### src/rtl/instr_sequencer_if.sv
// rtl/instr_sequencer_if.sv - instruction fetch and datapath strobe bundle for instr_sequencer
interface instr_sequencer_if #(
  parameter int PC_W = 8
);
  logic            imem_req;
  logic [PC_W-1:0] imem_addr;
  logic            imem_ack;
  logic [31:0]     imem_rdata;
  logic [31:0]     ir_out;
  logic            ir_valid;
  logic            exec_done;
  logic            flag_sign;
  logic            flag_zero;
  logic            flag_carry;
  logic            flag_overflow;

  modport master (
    output imem_req, imem_addr, ir_out, ir_valid,
    input  imem_ack, imem_rdata, exec_done,
    input  flag_sign, flag_zero, flag_carry, flag_overflow
  );

  modport slave (
    input  imem_req, imem_addr, ir_out, ir_valid,
    output imem_ack, imem_rdata, exec_done,
    output flag_sign, flag_zero, flag_carry, flag_overflow
  );
endinterface

### src/rtl/instr_sequencer.sv
// rtl/instr_sequencer.sv - fetch/decode/execute controller for the 16-bit GPR datapath
module instr_sequencer #(
  parameter int PC_W          = 8,
  parameter int FETCH_TIMEOUT = 15
) (
  input  logic             clk,
  input  logic             sys_rst,
  input  logic             start,
  instr_sequencer_if.master bus,
  output logic [PC_W-1:0]  pc,
  output logic             busy,
  output logic             halted,
  output logic             fault,
  output logic [15:0]      instr_count
);

  localparam int TO_W = (FETCH_TIMEOUT < 2) ? 1 : $clog2(FETCH_TIMEOUT);
  localparam logic [TO_W-1:0] TO_LAST = TO_W'(FETCH_TIMEOUT - 1);

  localparam logic [4:0] OP_JMP = 5'b01100;
  localparam logic [4:0] OP_JC  = 5'b01101;
  localparam logic [4:0] OP_JNC = 5'b01110;
  localparam logic [4:0] OP_JS  = 5'b01111;
  localparam logic [4:0] OP_JZ  = 5'b10000;
  localparam logic [4:0] OP_JV  = 5'b10001;
  localparam logic [4:0] OP_HLT = 5'b11111;

  typedef enum logic [2:0] {
    S_IDLE,
    S_FETCH,
    S_DECODE,
    S_EXEC,
    S_HALT
  } state_t;

  state_t          state;
  logic [TO_W-1:0] to_cnt;
  logic            f_sign;
  logic            f_zero;
  logic            f_carry;
  logic            f_ovf;

  logic [4:0]      opcode;
  logic [PC_W-1:0] target;
  logic            is_branch;
  logic            is_halt;
  logic            take;

  assign opcode        = bus.ir_out[31:27];
  assign target        = bus.ir_out[PC_W-1:0];
  assign bus.imem_addr = pc;

  // Branch conditions look only at flags latched from the last completed datapath op.
  always_comb begin
    is_branch = 1'b1;
    take      = 1'b0;
    case (opcode)
      OP_JMP:  take = 1'b1;
      OP_JC:   take = f_carry;
      OP_JNC:  take = ~f_carry;
      OP_JS:   take = f_sign;
      OP_JZ:   take = f_zero;
      OP_JV:   take = f_ovf;
      default: is_branch = 1'b0;
    endcase
    is_halt = (opcode == OP_HLT);
  end

  always_ff @(posedge clk) begin
    if (!sys_rst) begin
      state        <= S_IDLE;
      pc           <= '0;
      bus.ir_out   <= '0;
      bus.ir_valid <= 1'b0;
      bus.imem_req <= 1'b0;
      busy         <= 1'b0;
      halted       <= 1'b0;
      fault        <= 1'b0;
      instr_count  <= '0;
      to_cnt       <= '0;
      f_sign       <= 1'b0;
      f_zero       <= 1'b0;
      f_carry      <= 1'b0;
      f_ovf        <= 1'b0;
    end else begin
      case (state)
        S_IDLE, S_HALT: begin
          if (start) begin
            state        <= S_FETCH;
            pc           <= '0;
            fault        <= 1'b0;
            instr_count  <= '0;
            to_cnt       <= '0;
            bus.imem_req <= 1'b1;
            busy         <= 1'b1;
            halted       <= 1'b0;
          end
        end
        S_FETCH: begin
          if (bus.imem_ack) begin
            bus.ir_out   <= bus.imem_rdata;
            bus.imem_req <= 1'b0;
            to_cnt       <= '0;
            state        <= S_DECODE;
          end else if (to_cnt == TO_LAST) begin
            fault        <= 1'b1;
            bus.imem_req <= 1'b0;
            busy         <= 1'b0;
            halted       <= 1'b1;
            to_cnt       <= '0;
            state        <= S_HALT;
          end else begin
            to_cnt <= to_cnt + TO_W'(1);
          end
        end
        S_DECODE: begin
          if (is_branch) begin
            pc           <= take ? target : pc + PC_W'(1);
            bus.imem_req <= 1'b1;
            state        <= S_FETCH;
            if (instr_count != 16'hFFFF) instr_count <= instr_count + 16'd1;
          end else if (is_halt) begin
            busy   <= 1'b0;
            halted <= 1'b1;
            state  <= S_HALT;
          end else begin
            bus.ir_valid <= 1'b1;
            state        <= S_EXEC;
          end
        end
        S_EXEC: begin
          bus.ir_valid <= 1'b0;
          if (bus.exec_done) begin
            f_sign       <= bus.flag_sign;
            f_zero       <= bus.flag_zero;
            f_carry      <= bus.flag_carry;
            f_ovf        <= bus.flag_overflow;
            pc           <= pc + PC_W'(1);
            bus.imem_req <= 1'b1;
            state        <= S_FETCH;
            if (instr_count != 16'hFFFF) instr_count <= instr_count + 16'd1;
          end
        end
        default: state <= S_IDLE;
      endcase
    end
  end

endmodule

### src/flat_wrapper.sv
// flat-port wrapper written by rule: the top's interface ports become plain ports
module instr_sequencer_flat 
#(
  parameter int PC_W          = 8,
  parameter int FETCH_TIMEOUT = 15
)
  (clk, sys_rst, start, pc, busy, halted, fault, instr_count, bus_imem_req, bus_imem_addr, bus_ir_out, bus_ir_valid, bus_imem_ack, bus_imem_rdata, bus_exec_done, bus_flag_sign, bus_flag_zero, bus_flag_carry, bus_flag_overflow);
  instr_sequencer_if #(.PC_W(PC_W)) bus_i ();
  input  logic clk;
  input  logic sys_rst;
  input  logic start;
  output logic [PC_W-1:0] pc;
  output logic busy;
  output logic halted;
  output logic fault;
  output logic [15:0] instr_count;
  output wire logic [$bits(bus_i.imem_req)-1:0] bus_imem_req;
  output wire logic [$bits(bus_i.imem_addr)-1:0] bus_imem_addr;
  output wire logic [$bits(bus_i.ir_out)-1:0] bus_ir_out;
  output wire logic [$bits(bus_i.ir_valid)-1:0] bus_ir_valid;
  input wire logic [$bits(bus_i.imem_ack)-1:0] bus_imem_ack;
  input wire logic [$bits(bus_i.imem_rdata)-1:0] bus_imem_rdata;
  input wire logic [$bits(bus_i.exec_done)-1:0] bus_exec_done;
  input wire logic [$bits(bus_i.flag_sign)-1:0] bus_flag_sign;
  input wire logic [$bits(bus_i.flag_zero)-1:0] bus_flag_zero;
  input wire logic [$bits(bus_i.flag_carry)-1:0] bus_flag_carry;
  input wire logic [$bits(bus_i.flag_overflow)-1:0] bus_flag_overflow;
  assign bus_imem_req = bus_i.imem_req;
  assign bus_imem_addr = bus_i.imem_addr;
  assign bus_ir_out = bus_i.ir_out;
  assign bus_ir_valid = bus_i.ir_valid;
  assign bus_i.imem_ack = bus_imem_ack;
  assign bus_i.imem_rdata = bus_imem_rdata;
  assign bus_i.exec_done = bus_exec_done;
  assign bus_i.flag_sign = bus_flag_sign;
  assign bus_i.flag_zero = bus_flag_zero;
  assign bus_i.flag_carry = bus_flag_carry;
  assign bus_i.flag_overflow = bus_flag_overflow;
  instr_sequencer #(.PC_W(PC_W), .FETCH_TIMEOUT(FETCH_TIMEOUT)) u_core (.clk(clk), .sys_rst(sys_rst), .start(start), .bus(bus_i), .pc(pc), .busy(busy), .halted(halted), .fault(fault), .instr_count(instr_count));
endmodule
### config.mk
export PLATFORM = sky130hd
export DESIGN_NAME = instr_sequencer_flat
export DESIGN_NICKNAME = d
export VERILOG_FILES = /design/src/rtl/instr_sequencer_if.sv /design/src/rtl/instr_sequencer.sv /design/src/flat_wrapper.sv
export SDC_FILE = /design/constraint.sdc
export NUM_CORES = 1
export LEC_CHECK = 0
export CORE_MARGIN = 8
export CORE_UTILIZATION = 50
export DETAILED_ROUTE_END_ITERATION = 8
export MAX_ROUTING_LAYER = met4
export PLACE_DENSITY = 0.92
export SLEW_MARGIN = 20
export SYNTH_ARGS = -nofsm -noshare
export SYNTH_HDL_FRONTEND = slang
export SYNTH_SLANG_ARGS = --single-unit
### constraint.sdc
create_clock -name clk -period 6.6 [get_ports clk]
set_input_delay 0.66 -clock clk [delete_from_list [all_inputs] [get_ports clk]]
set_output_delay 0.66 -clock clk [all_outputs]
set_load 0.02 [all_outputs]
==> results of run 1 <==
-- sequential cells by signal, indices dropped and copies added (netlist names) --
register              cells
u_core.bus.imem_addr      8
u_core.bus.imem_req       1
u_core.bus.ir_out        32
u_core.bus.ir_valid       1
u_core.fault              1
u_core.to_cnt             4
u_core.halted             1
u_core.busy               1
u_core.instr_count       16
u_core.f_sign             1
u_core.f_ovf              1
u_core.f_zero             1
u_core.f_carry            1
u_core.state              3
-- per-stage QoR --
stage	cells	power, uW	instance area [um2]	hold WS (ns)
2_1_floorplan	419	558	3380	0.454
3_3_place_gp	578	621	4420	0.441
3_5_place_dp	578	627	4420	0.449
4_1_cts	594	974	4620	0.462
5_1_grt	594	1010	4620	0.485
6_report	594	971	4620	0.459
-- synthesized netlist by cell type, types with 6 or more instances --
| cell type | count | share of area [%] |
|---|---|---|
| a21oi_1 | 47 | 7.0 |
| buf_4 | 8 | 1.8 |
| clkbuf_1 | 19 | 2.1 |
| dfxtp_1 | 72 | 43 |
| mux2i_1 | 11 | 3.3 |
| nand2_1 | 94 | 10 |
| nand2b_1 | 6 | 1.1 |
| nand3_1 | 9 | 1.3 |
| nor2_1 | 30 | 3.3 |
| nor4_1 | 6 | 1.1 |
| o21ai_0 | 7 | 1.0 |
| o31ai_1 | 7 | 1.6 |
| or4_1 | 8 | 1.8 |
-- worst max-delay path, stage by stage (launching register included) --
cell	delay (ns)
dfxtp_1	0.71
nor2b_1	0.82
a21oi_1	0.42
or4_1	0.67
or4_1	0.45
a21oi_1	0.15
-- power breakdown --
group / total (uW) / leakage [uW] / switching, uW / internal (uW)
Sequential: 467 / 0.000584 / 17.1 / 450
Combinational: 150 / 0.000954 / 83.1 / 67.0
Clock: 354 / 0.0000966 / 176 / 178
Total: 971 / 0.00163 / 276 / 695
-- worst min-delay path by stage --
| stage | from | end | slack [ns] |
|---|---|---|---|
| finish | u_core.bus.ir_out[16] | u_core.bus.ir_out[16] | 0.46 |
| global route | u_core.bus.ir_out[14] | u_core.bus.ir_out[14] | 0.48 |
| CTS | u_core.bus.ir_out[9] | u_core.bus.ir_out[9] | 0.46 |
| detailed placement | u_core.bus.ir_out[9] | u_core.bus.ir_out[9] | 0.45 |
| global placement | u_core.bus.ir_out[13] | u_core.bus.ir_out[13] | 0.44 |
| floorplan | u_core.f_sign | u_core.f_sign | 0.45 |
-- area by class of cell --
cell class,instances,area (um2)
clock buffer,9,124
clock inverter,7,76.3
fill,515,2060
inverter,6,22.5
multi-input combinational,310,1760
sequential,72,1440
tap,80,100
timing repair buffer,110,1100
-- logic make-up (layout without fill, tap and decap cells) --
family	Yosys count	in the layout	synth area share, %
AO/OA/AOI/OAI	102	102	19.8
AND/OR/NAND/NOR	185	185	25.4
multiplexers	11	11	3.26
flip-flops	72	72	42.6
XOR/XNOR	8	8	2.07
adder cells (fa/ha/maj)	4	4	1.48
buffers and inverters	37	132	5.29
-- metal layers --
layer / track usage [%] / up-vias / part of all wire, %
met1: 22.9 / 1611 / 43
li1: - / 1659 / -
met3: 8.89 / 15 / 10
met5: - / - / 0
met2: 31.2 / 140 / 46
met4: 7.79 / 0 / 1.4
==> flow_metrics.py, run 1 <==
metrics = {
    "run_status": {
        "outcome": "finished clean",
    },
    "clock_network": {
        "clkTransAtPathRegs_ns": 0.08,
        "cts-buffers-inserted": 9,
        "root_buffer": "clkbuf_8",
        "insertion_delay_ns": 0.35,
        "clk_path_buf_depth": 2,
        "cts_setup_buffers": 0,
        "htree_num_levels": 3,
        "cts-hold-fix-buffers": 0,
        "tritoncts": "done",
        "ctsResizeCount": 0,
        "clock_sinks": 72,
    },
    "pwr": {
        "power_density_nw_per_um2": 210,
        "power_leakage_uw": 0.00163,
        "ir_worst_vdd_mv": 0.151,
    },
    "route": {
        "vias_per_cell": 5.77,
        "wl_per_cell_um": 16.2,
        "first_pass_iters": 4,
        "via_count": 3425,
        "drt_iter0_drc": 331,
        "drt.antenna.violating_nets": 0,
        "drc_errors": 0,
        "drt_wl_total_um": 9640,
    },
    "die": {
        "coreArea_um2": 6680,
        "start_util_pct": 50.6,
        "row_count": 30,
        "dieArea_um2": 9650,
        "pin_count": 110,
        "fp.dieW_um": 98.2,
        "fp.dieH_um": 98.2,
    },
    "sta": {
        "fin_skew_ns": 0.0106,
        "worst_pin_slew_ns": 1.03,
        "relSlewSlack_pct": 31.0,
        "fin_crit_sh_pct": 50.1,
        "maxSlewViolCount": 0,
        "final.setup.tns_ns": 0,
        "finalSetupViolCount": 0,
        "clock.fmax_mhz": 303,
        "setup_ws_ns": 3.29,
        "finalHoldViolCount": 0,
        "period_needed_ns": 3.31,
        "grt_setup_unrepaired": "no",
    },
    "synthesis": {
        "synth-edff-count": 0,
        "syn_avg_cell_area_um2": 8.07,
        "syn_area_um2": 3380,
        "async_flop_share_pct": 0,
        "synth_cells": 419,
        "yosys_warnings": 0,
        "synth_cell_types": 56,
        "seq_area_frac_synth_pct": 42.6,
        "synth_seq_cells": 72,
        "syn-num-nets": 464,
        "synthFlopType": "dfxtp_1",
    },
    "worst_setup_path": {
        "r2r-end": "u_core.instr_count[9]",
        "crit_path_start": "u_core.state[1]",
        "critPathArrivalTime_ns": 3.58,
        "critical_path.endpoint_type": "register",
        "reg2reg_depth": 5,
        "r2r_setup_slack_ns": 3.29,
        "worstSetupEndpoint": "u_core.instr_count[9]",
        "crit-reg2reg-launch": "u_core.state[1]",
        "startpoint_type": "register",
        "crit_fanout": 20,
        "worstSetupPathType": "register to register",
        "worstPathRequired_ns": 6.87,
    },
    "placement": {
        "place_ws_ns": 3.32,
        "gp_congestion": 0.864,
        "io_buffers": 109,
        "dpl.hpwl_um": 7090,
    },
    "hold_path": {
        "holdPathStages": 2,
        "hold_path.class": "register to register",
    },
    "flow_run": {
        "cap_viol_max_count": 0,
    },
    "global_route": {
        "grt_max_degree": 41,
        "grt_use_total_pct": 20.3,
        "grt-ovfl-total": 0,
        "grt_pass1_wl_um": 15800,
        "grt_pass1_vias": 3329,
        "antenna_found_initial": 0,
    },
    "layout": {
        "final_common_cell": "clkdlybuf4s50_1",
        "final_core_util_pct": 69.2,
        "diodes": 0,
        "syn2layout_area_growth_pct": 36.8,
        "fin_nets": 554,
        "final_cell_mix": "109 x clkdlybuf4s50_1, 94 x nand2_1, 72 x dfxtp_1",
        "layout-drive-gt1-share_pct": 4.86,
    },
}
(Power assumes the default switching activity.)
==> inputs of run 2 (changes only) <==
--- a/config.mk
+++ b/config.mk
@@ -6,10 +6,10 @@
 export NUM_CORES = 1
 export LEC_CHECK = 0
 export CORE_MARGIN = 8
-export CORE_UTILIZATION = 50
+export CORE_UTILIZATION = 42
 export DETAILED_ROUTE_END_ITERATION = 8
 export MAX_ROUTING_LAYER = met4
-export PLACE_DENSITY = 0.92
+export PLACE_DENSITY = 0.83
 export SLEW_MARGIN = 20
 export SYNTH_ARGS = -nofsm -noshare
 export SYNTH_HDL_FRONTEND = slang
==> constraint.sdc (replaced) <==
create_clock -name clk -period 2.67 [get_ports clk]
set_input_delay 0.267 -clock clk [delete_from_list [all_inputs] [get_ports clk]]
set_output_delay 0.267 -clock clk [all_outputs]
set_load 0.02 [all_outputs]
==> run 2 against run 1 <==
Against the previous run: sequential power is 150% higher; highest routed layer unchanged; first-iteration DRC count is 51% lower; hold slack worse by 0.0013 ns; largest cell class unchanged.
==> flow_metrics.py, run 2 (synthesized netlist as in run 1, its figures left out) <==
metrics = {
    "placement": {
        "place_ws_ns": 0.210,
        "dpl.cell_count": 613,
        "dpl.hpwl_um": 7410,
        "io_buffers": 109,
        "gp_congestion": 0.832,
    },
    "route": {
        "via_count": 3426,
        "wl_per_cell_um": 15.8,
        "vias_per_cell": 5.45,
        "drc_errors": 0,
        "first_pass_iters": 5,
        "drt.antenna.violating_nets": 0,
        "drt_wl_total_um": 9960,
        "drt_iter0_drc": 163,
    },
    "clock_network": {
        "clk_path_buf_depth": 2,
        "tritoncts": "done",
        "insertion_delay_ns": 0.35,
        "cts-hold-fix-buffers": 0,
        "cts_setup_buffers": 0,
        "ctsResizeCount": 0,
        "clkTransAtPathRegs_ns": 0.08,
        "cts-buffers-inserted": 9,
        "clock_sinks": 72,
        "htree_num_levels": 3,
        "root_buffer": "clkbuf_8",
    },
    "sta": {
        "fin_crit_sh_pct": 92.8,
        "period_needed_ns": 2.48,
        "relSlewSlack_pct": 60.5,
        "setup_ws_ns": 0.192,
        "final.setup.tns_ns": 0,
        "maxSlewViolCount": 0,
        "clock.fmax_mhz": 404,
        "finalSetupViolCount": 0,
        "fin_skew_ns": 0.00711,
        "worst_pin_slew_ns": 0.592,
        "finalHoldViolCount": 0,
        "grt_setup_unrepaired": "no",
    },
    "die": {
        "fp.dieW_um": 106,
        "row_count": 32,
        "dieArea_um2": 11200,
        "start_util_pct": 43.5,
        "fp.dieH_um": 106,
        "pin_count": 110,
        "coreArea_um2": 7770,
    },
    "hold_path": {
        "holdPathEnd": "u_core.bus.ir_out[26]",
        "hold_path.class": "register to register",
        "hp-start": "u_core.bus.ir_out[26]",
        "holdPathStages": 2,
    },
    "layout": {
        "fin_nets": 567,
        "syn2layout_area_growth_pct": 41.8,
        "layout.cells.non_filler": 629,
        "layout-drive-gt1-share_pct": 6.83,
        "diodes": 0,
        "fillers": 694,
        "final_common_cell": "clkdlybuf4s50_1",
        "final_cell_mix": "109 x clkdlybuf4s50_1, 94 x nand2_1, 72 x dfxtp_1",
        "largest-register": "u_core.bus.ir_out",
        "largest_reg_flops": 32,
    },
    "global_route": {
        "grt_pass1_wl_um": 16300,
        "grt_max_degree": 34,
        "grt_use_total_pct": 18.2,
        "antenna_found_initial": 0,
        "grt-ovfl-total": 0,
        "grt_pass1_vias": 3448,
    },
    "worst_setup_path": {
        "worstPathRequired_ns": 2.94,
        "cp_num_buf_inv": 0,
        "critical_path.endpoint_type": "register",
        "r2r-end": "u_core.instr_count[11]",
        "crit-reg2reg-launch": "u_core.bus.ir_out[28]",
        "cpLargestDelayFamily": "simple AND/OR/NAND/NOR gates",
        "crit_fanout": 9,
        "slowest_delay_ns": 0.64,
        "critPathMostFrequentCell": "or4_1",
        "crit_chain": "or4b_1 > o2111a_1 > or4_1 > or4_1 > a21oi_1",
        "reg2reg_depth": 5,
        "slowest_stage": "or4b_1",
        "startpoint_type": "register",
        "r2r_setup_slack_ns": 0.19,
        "worstSetupPathType": "register to register",
        "critPathArrivalTime_ns": 2.75,
    },
    "pwr": {
        "power_leakage_uw": 0.00173,
        "power_density_nw_per_um2": 545,
        "ir_worst_vdd_mv": 0.453,
    },
    "flow_run": {
        "cap_viol_max_count": 0,
    },
    "run_status": {
        "outcome": "finished clean",
    },
}
run 2: cell types whose count changed in the layout (fill, tap and decap cells not counted):
| cell | delta |
|---|---|
| buf_4 | +13 |
| and2_1 | +1 |
| bufinv_16 | +2 |
| and2_2 | -1 |
| clkinv_4 | +1 |
| clkbuf_8 | +1 |
| clkinvlp_4 | -2 |
| inv_6 | -3 |
| clkbuf_1 | +1 |
run 2: layer usage:
metal / wire [um] / share of wire, % / vias to the layer above / track usage (%)
met5: 0 / 0 / - / -
met1: 4310 / 43 / 1603 / 20.9
li1: - / - / 1687 / -
met3: 896 / 9.0 / 16 / 6.46
met2: 4600 / 46 / 120 / 28.2
met4: 158 / 1.6 / 0 / 7.34
run 2: how the worst max path moves through the flow:
stage | startpoint | end | depth (start not counted)
floorplan | u_core.bus.ir_out[31] | u_core.instr_count[9] | 8
global placement | u_core.bus.ir_out[29] | u_core.instr_count[9] | 5
detailed placement | u_core.bus.ir_out[29] | u_core.instr_count[11] | 5
CTS | u_core.bus.ir_out[29] | u_core.instr_count[11] | 5
global route | u_core.bus.ir_out[29] | u_core.instr_count[13] | 5
finish | u_core.bus.ir_out[28] | u_core.instr_count[11] | 5
run 2: cell type report:
type                            instances  area [um2]  area share [%]
Clock buffer                           11         141            2.95
Timing Repair Buffer                  123        1200            25.0
Tap cell                              102         128            2.66
Sequential cell                        72        1440            30.1
Multi-Input combinational cell        310        1760            36.7
Clock inverter                          5         104            2.17
Inverter                                6        22.5           0.470
run 2: per-stage QoR:
| stage | total power (uW) | hold slack, ns | area, um2 | util (%) |
|---|---|---|---|---|
| finish | 2610 | 0.458 | 4790 | 61.7 |
| global route | 2730 | 0.447 | 4790 | 61.7 |
| CTS | 2630 | 0.446 | 4790 | 61.7 |
| detailed placement | 1570 | 0.452 | 4550 | 58.6 |
| global placement | 1560 | 0.440 | 4550 | 58.6 |
| floorplan | 1380 | 0.403 | 3380 | - |
run 2: power breakdown:
| part | internal (uW) | leakage, uW | total [uW] | switching, uW |
|---|---|---|---|---|
| Combinational | 183 | 0.00102 | 398 | 215 |
| Sequential | 1110 | 0.000584 | 1150 | 36.7 |
| Clock | 647 | 0.000124 | 1070 | 420 |
run 2: worst register-to-register path, delay by kind of cell, from the launching register on:
kind,cells,cell delay (ns)
AND/OR/NAND/NOR,3,1.70
AO/OA/AOI/OAI,2,0.38
flip-flops,1,0.32
